[config.mk]
export PLATFORM = sky130hd
export DESIGN_NAME = serial_addsub
export DESIGN_NICKNAME = d
export VERILOG_FILES = /design/src/rtl/serial_addsub_pkg.sv /design/src/rtl/serial_digit_adder.sv /design/src/rtl/serial_addsub.sv
export SDC_FILE = /design/constraint.sdc
export NUM_CORES = 1
export LEC_CHECK = 0
export ABC_AREA = 1
export BUFFER_PORTS_ARGS = -buffer_cell sky130_fd_sc_hd__clkbuf_2
export CAP_MARGIN = 25
export CORE_ASPECT_RATIO = 0.7
export CORE_UTILIZATION = 50
export DETAILED_ROUTE_END_ITERATION = 12
export PLACE_DENSITY = 0.87
export SYNTH_ARGS = -nofsm -noshare
export SYNTH_HDL_FRONTEND = slang
export SYNTH_SLANG_ARGS = --single-unit
[constraint.sdc]
create_clock -name clk -period 1.25 [get_ports clk]
set_input_delay 0.25 -clock clk [delete_from_list [all_inputs] [get_ports clk]]
set_output_delay 0.25 -clock clk [all_outputs]
set_load 0.02 [all_outputs]
[src/rtl/serial_addsub_pkg.sv]
// Shared types and helpers for the digit-serial adder/subtractor.
// State encoding and counter sizing live here.
package serial_addsub_pkg;

  typedef enum logic [1:0] {
    IDLE = 2'b00,
    RUN  = 2'b01,
    DONE = 2'b10
  } state_e;

  function automatic int clog2(input int v);
    int r;
    r = 0;
    while ((1 << r) < v) r = r + 1;
    return r;
  endfunction

endpackage

[src/rtl/serial_digit_adder.sv]
// K-bit ripple-carry digit adder built from full-adder cells.
// Also exposes the carry into its top bit for overflow detection.
module serial_digit_adder #(
  parameter int K = 1
) (
  input  logic [K-1:0] a_i,
  input  logic [K-1:0] b_i,
  input  logic         c_i,
  output logic [K-1:0] s_o,
  output logic         c_o,
  output logic         c_top_o
);

  logic [K:0] c;

  assign c[0] = c_i;

  for (genvar i = 0; i < K; i++) begin : g_fa
    assign s_o[i]   = a_i[i] ^ b_i[i] ^ c[i];
    assign c[i+1]   = (a_i[i] & b_i[i])
                    | (c[i] & (a_i[i] ^ b_i[i]));
  end

  assign c_o     = c[K];
  assign c_top_o = c[K-1];

endmodule

[src/rtl/serial_addsub.sv]
// Digit-serial N-bit adder/subtractor, K bits per clock, LSB first.
// Start/done handshake; results update only on completion or reset.
module serial_addsub
  import serial_addsub_pkg::*;
#(
  parameter int N = 8,
  parameter int K = 1
) (
  input  logic         clk,
  input  logic         rst,
  input  logic         start,
  input  logic         sub,
  input  logic [N-1:0] a,
  input  logic [N-1:0] b,
  output logic         busy,
  output logic         done,
  output logic [N-1:0] sum,
  output logic         cout,
  output logic         ovf
);

  if (N < 2 || K < 1 || K > N || (N % K) != 0) begin : g_bad
    $error("serial_addsub: illegal N/K combination");
  end

  localparam int D  = N / K;
  localparam int CW = clog2(D) + 1;
  localparam logic [CW-1:0] LAST = CW'(D - 1);

  state_e        state_q, state_d;
  logic [N-1:0]  a_q, b_q, r_q, sum_q;
  logic          c_q, cout_q, ovf_q;
  logic [CW-1:0] cnt_q;

  logic [K-1:0]  dsum;
  logic          dco, dtop;
  logic [N-1:0]  r_d;
  logic          last, accept;

  serial_digit_adder #(.K(K)) u_dig (
    .a_i    (a_q[K-1:0]),
    .b_i    (b_q[K-1:0]),
    .c_i    (c_q),
    .s_o    (dsum),
    .c_o    (dco),
    .c_top_o(dtop)
  );

  // New digit enters from the MSB side of the partial result
  assign r_d    = N'({dsum, r_q} >> K);
  assign last   = (cnt_q == LAST);
  assign accept = start
                & ((state_q == IDLE) | (state_q == DONE));

  always_ff @(posedge clk or posedge rst) begin
    if (rst) state_q <= IDLE;
    else     state_q <= state_d;
  end

  always_comb begin
    state_d = IDLE;
    unique case (state_q)
      IDLE:    state_d = start ? RUN : IDLE;
      RUN:     state_d = last ? DONE : RUN;
      DONE:    state_d = start ? RUN : IDLE;
      default: state_d = IDLE;
    endcase
  end

  always_comb begin
    busy = (state_q == RUN);
    done = (state_q == DONE);
  end

  always_ff @(posedge clk or posedge rst) begin
    if (rst) begin
      a_q    <= '0;
      b_q    <= '0;
      r_q    <= '0;
      c_q    <= 1'b0;
      cnt_q  <= '0;
      sum_q  <= '0;
      cout_q <= 1'b0;
      ovf_q  <= 1'b0;
    end else if (accept) begin
      a_q   <= a;
      b_q   <= sub ? ~b : b;
      c_q   <= sub;
      cnt_q <= '0;
    end else if (state_q == RUN) begin
      a_q   <= a_q >> K;
      b_q   <= b_q >> K;
      r_q   <= r_d;
      c_q   <= dco;
      cnt_q <= cnt_q + CW'(1);
      if (last) begin
        sum_q  <= r_d;
        cout_q <= dco;
        ovf_q  <= dtop ^ dco;
      end
    end
  end

  assign sum  = sum_q;
  assign cout = cout_q;
  assign ovf  = ovf_q;

endmodule

==> flow_metrics.env <==
export IMPL_vias_per_cell=4.97
export IMPL_port_buffers=31
export IMPL_htree_levels=2
export IMPL_synth_area_top_cells="dfrtp_1 (53%), nand2_1 (22%), inv_1 (6.4%)"
export IMPL_hold_viol=0
export IMPL_fin_skew_ns=0.00582
export IMPL_cts_made_buffers=5
export IMPL_cts_tree="yes"
export IMPL_layout_setup_ws_ns=-0.0866
export IMPL_fin_total_pwr_mw=6.34
export IMPL_clkPwrFrac=0.147
export IMPL_antenna_found_initial=0
export IMPL_yosysSeqAreaShare=0.534
export IMPL_ys_warn_count=0
export IMPL_drt_initial_drc_count=136
export IMPL_finalSetupViolCount=2
export IMPL_clock_root_buffer="clkbuf_8"
export IMPL_hpwl_mm=2.66
export IMPL_netlist_instances=242
export IMPL_run_status="complete, but fails checks"
export IMPL_post_route_period_util=1.07
export IMPL_worstMarginPinSlew_ns=0.239
export IMPL_r2r_start="a_q[0]"
export IMPL_p_int_mw=3.67
export IMPL_clock_latency_ns=0.30
export IMPL_core_rowCount=18
export IMPL_postSynthAreaPerCell_sq_um=7.75
export IMPL_grt_pass1_wl_mm=6.58
export IMPL_maxCapViolations=0
export IMPL_violations="setup timing"
export IMPL_syn2layout_area_growth_pct=31.2
export IMPL_fillCellCount=283
export IMPL_synth_cell_types=19
export IMPL_holdCritPathClass="in2reg"
export IMPL_reg2reg_to="ovf"
export IMPL_max_freq_mhz=748
export IMPL_n_antenna_cell=0
export IMPL_ys_ff_latch=40
export IMPL_vias=1694
export IMPL_dr_pass1_iters=4
export IMPL_synth_cell_area_sq_um=1880
export IMPL_rr_worst_depth=4
export IMPL_grt_max_degree=41
export IMPL_slew_headroom=0.841
export IMPL_switching_share=0.422
export IMPL_crit_chain="nor2_4 -> buf_12 -> buf_8"
export IMPL_stdcell_count=341
export IMPL_drive_above_1_share=0.292
export IMPL_post_route_drc_count=0
export IMPL_wirelength_mm=4.47
export IMPL_start_util=0.527
export IMPL_clock_sinks=40
export IMPL_ir_drop_mv=1.13
export IMPL_worstPathMaxFanout=2
export IMPL_start_kind="flip-flop"
export IMPL_cts_buffer_depth=2
export IMPL_die_area_sq_um=4000
export IMPL_slew_violations=0
export IMPL_grt_use_total=0.234
export IMPL_leakagePower_nw=1.36
export IMPL_nets=313
export IMPL_p_seq_frac=0.365
export IMPL_gr_total_overflow=0
export IMPL_synth_top_area_cell="dfrtp_1"
export IMPL_p_sw_mw=2.67
export IMPL_io_pins=32
export IMPL_die_y_um=53.2
export IMPL_clkTransAtPathRegs_ns=0.07
export IMPL_die_width_um=75.2
export IMPL_syn_nets=264
export IMPL_p_per_area_nw_per_um2=2580
export IMPL_fp_coreArea_sq_um=3560
export IMPL_min_period_ns=1.34
export IMPL_rsz0062_at_grt="true"
export IMPL_wl_per_cell_um=13.1
export IMPL_ff2ff_setup_slack_ns=0
export IMPL_holdWs_ns=0.198
export IMPL_place_gp_congestion=0.747
export IMPL_worst_hold_path_endpoint="a_q[7]"
export IMPL_min_path_cells=3
export IMPL_cp_slowest_cell="dfrtp_1"
export IMPL_final_antenna_net_count=0
export IMPL_critical_path_max_stage_delay_ns=0.42
export IMPL_critPathCaptureType="output pin"
export IMPL_crit_required_ns=1.00
export IMPL_path_class="reg2out"
export IMPL_dp_cells=327
export IMPL_pwr_share_comb=0.489
export IMPL_grt_pass1_vias=1490
export IMPL_crit_arrival_ns=1.09
export IMPL_hp_start="a[7]"
export IMPL_synth_top_area_share=0.534
routing by layer:
metal / part of all wire / vias to the layer above / track usage
li1: - / 828 / -
met3: 0.049 / 8 / 0.0419
met2: 0.49 / 51 / 0.377
met4: 0.013 / 0 / 0.123
met1: 0.45 / 807 / 0.302
met5: 0 / - / 0
power by group through the flow:
stage               Combinational (mW)  Clock (mW)  Sequential (mW)
finish                            3.10       0.930             2.31
global placement                  2.40           0             2.22
global route                      3.45       0.980             2.37
floorplan                         1.50           0             2.39
detailed placement                2.51           0             2.26
CTS                               2.74       0.936             2.25
worst max-delay path, delay by kind of cell (launching register included):
family	cells	cell delay, ns
buf+inv	2	0.22
flops	1	0.42
simple gates	1	0.15
timing repair:
item	CTS	global route
pin swaps	5	7
resized for setup	10	36
gates cloned	0	2
setup endpoints to repair	11	19
buffers inserted	4	0
endpoints found under the hold margin	40	0
hold buffers	1	0
kinds of logic after synthesis:
logic type / Yosys count / synth area share
DFF: 40 / 0.534
AOI/OAI and AO/OA: 24 / 0.0640
buffers and inverters: 42 / 0.0954
xor gates and xnor gates: 2 / 0.00934
and+or+nand+nor: 132 / 0.280
adders and majority gates: 2 / 0.0173
flip-flops by register name, indices dropped and copies added (netlist names):
register,count
a_q,8
b_q,8
c_q,1
cnt_q,4
cout,1
ovf,1
r_q,7
state_q,2
sum,8
worst max-delay path by stage:
stage               depth (start not counted)  slack, ns        from     end
finish                                      3      -0.09  state_q[1]    busy
floorplan                                   4       0.03         c_q     ovf
detailed placement                          7      -0.03    cnt_q[0]  sum[7]
global placement                            4       0.04         c_q     ovf
CTS                                         4       -0.1  state_q[0]    busy
global route                                3      -0.13  state_q[1]    busy
area by class of cell:
type | instances | area (sq um) | share of cell area
multi-input cells | 160 | 797 | 0.324
flip-flops and latches | 40 | 1000 | 0.407
well taps | 50 | 62.6 | 0.0254
inverters | 34 | 133 | 0.0539
clock buffers | 7 | 96.3 | 0.0392
repair buffers | 50 | 370 | 0.151
cells in the mapped netlist:
master      n
buf_6       2
inv_1      32
fa_1        1
dfrtp_1    40
o21ai_0    14
nand2_2     2
buf_2       5
nor2_2      1
xor2_1      1
o21ai_1     9
xnor2_1     1
clkbuf_1    1
ha_1        1
nor2_1      5
nand3_1    12
a21oi_1     1
nor2_4      1
inv_2       2
nand2_1   111
cells in the final DEF, fill, tap and decap left out:
master	netlist	final
xor2_1	1	1
nand3_1	12	12
inv_1	32	30
o21ai_0	14	13
dlygate4sd3_1	0	1
nand2_2	2	9
nand2_4	0	3
xnor2_1	1	1
nor2_1	5	3
clkbuf_2	0	29
buf_8	0	2
o21ai_1	9	3
buf_2	5	1
buf_6	2	4
buf_12	0	3
buf_4	0	10
a21oi_1	1	1
inv_2	2	3
nand2_1	111	101
inv_6	0	1
clkbuf_8	0	7
ha_4	0	1
dfrtp_1	40	40
fa_2	0	1
o21ai_2	0	7
nor2_4	1	4
through the flow:
step           cell area [sq um]  setup TNS (ns)   util  worst slack (ns)
3_3_place_gp                2170               0  0.610            0.0388
2_1_floorplan               1880               0      -            0.0275
5_1_grt                     2460          -0.579  0.691            -0.126
4_1_cts                     2340          -0.193  0.657           -0.0994
6_report                    2460          -0.141  0.691           -0.0866
3_5_place_dp                2170          -0.105  0.610           -0.0275
Note: power is estimated with default switching activity, not from simulation.
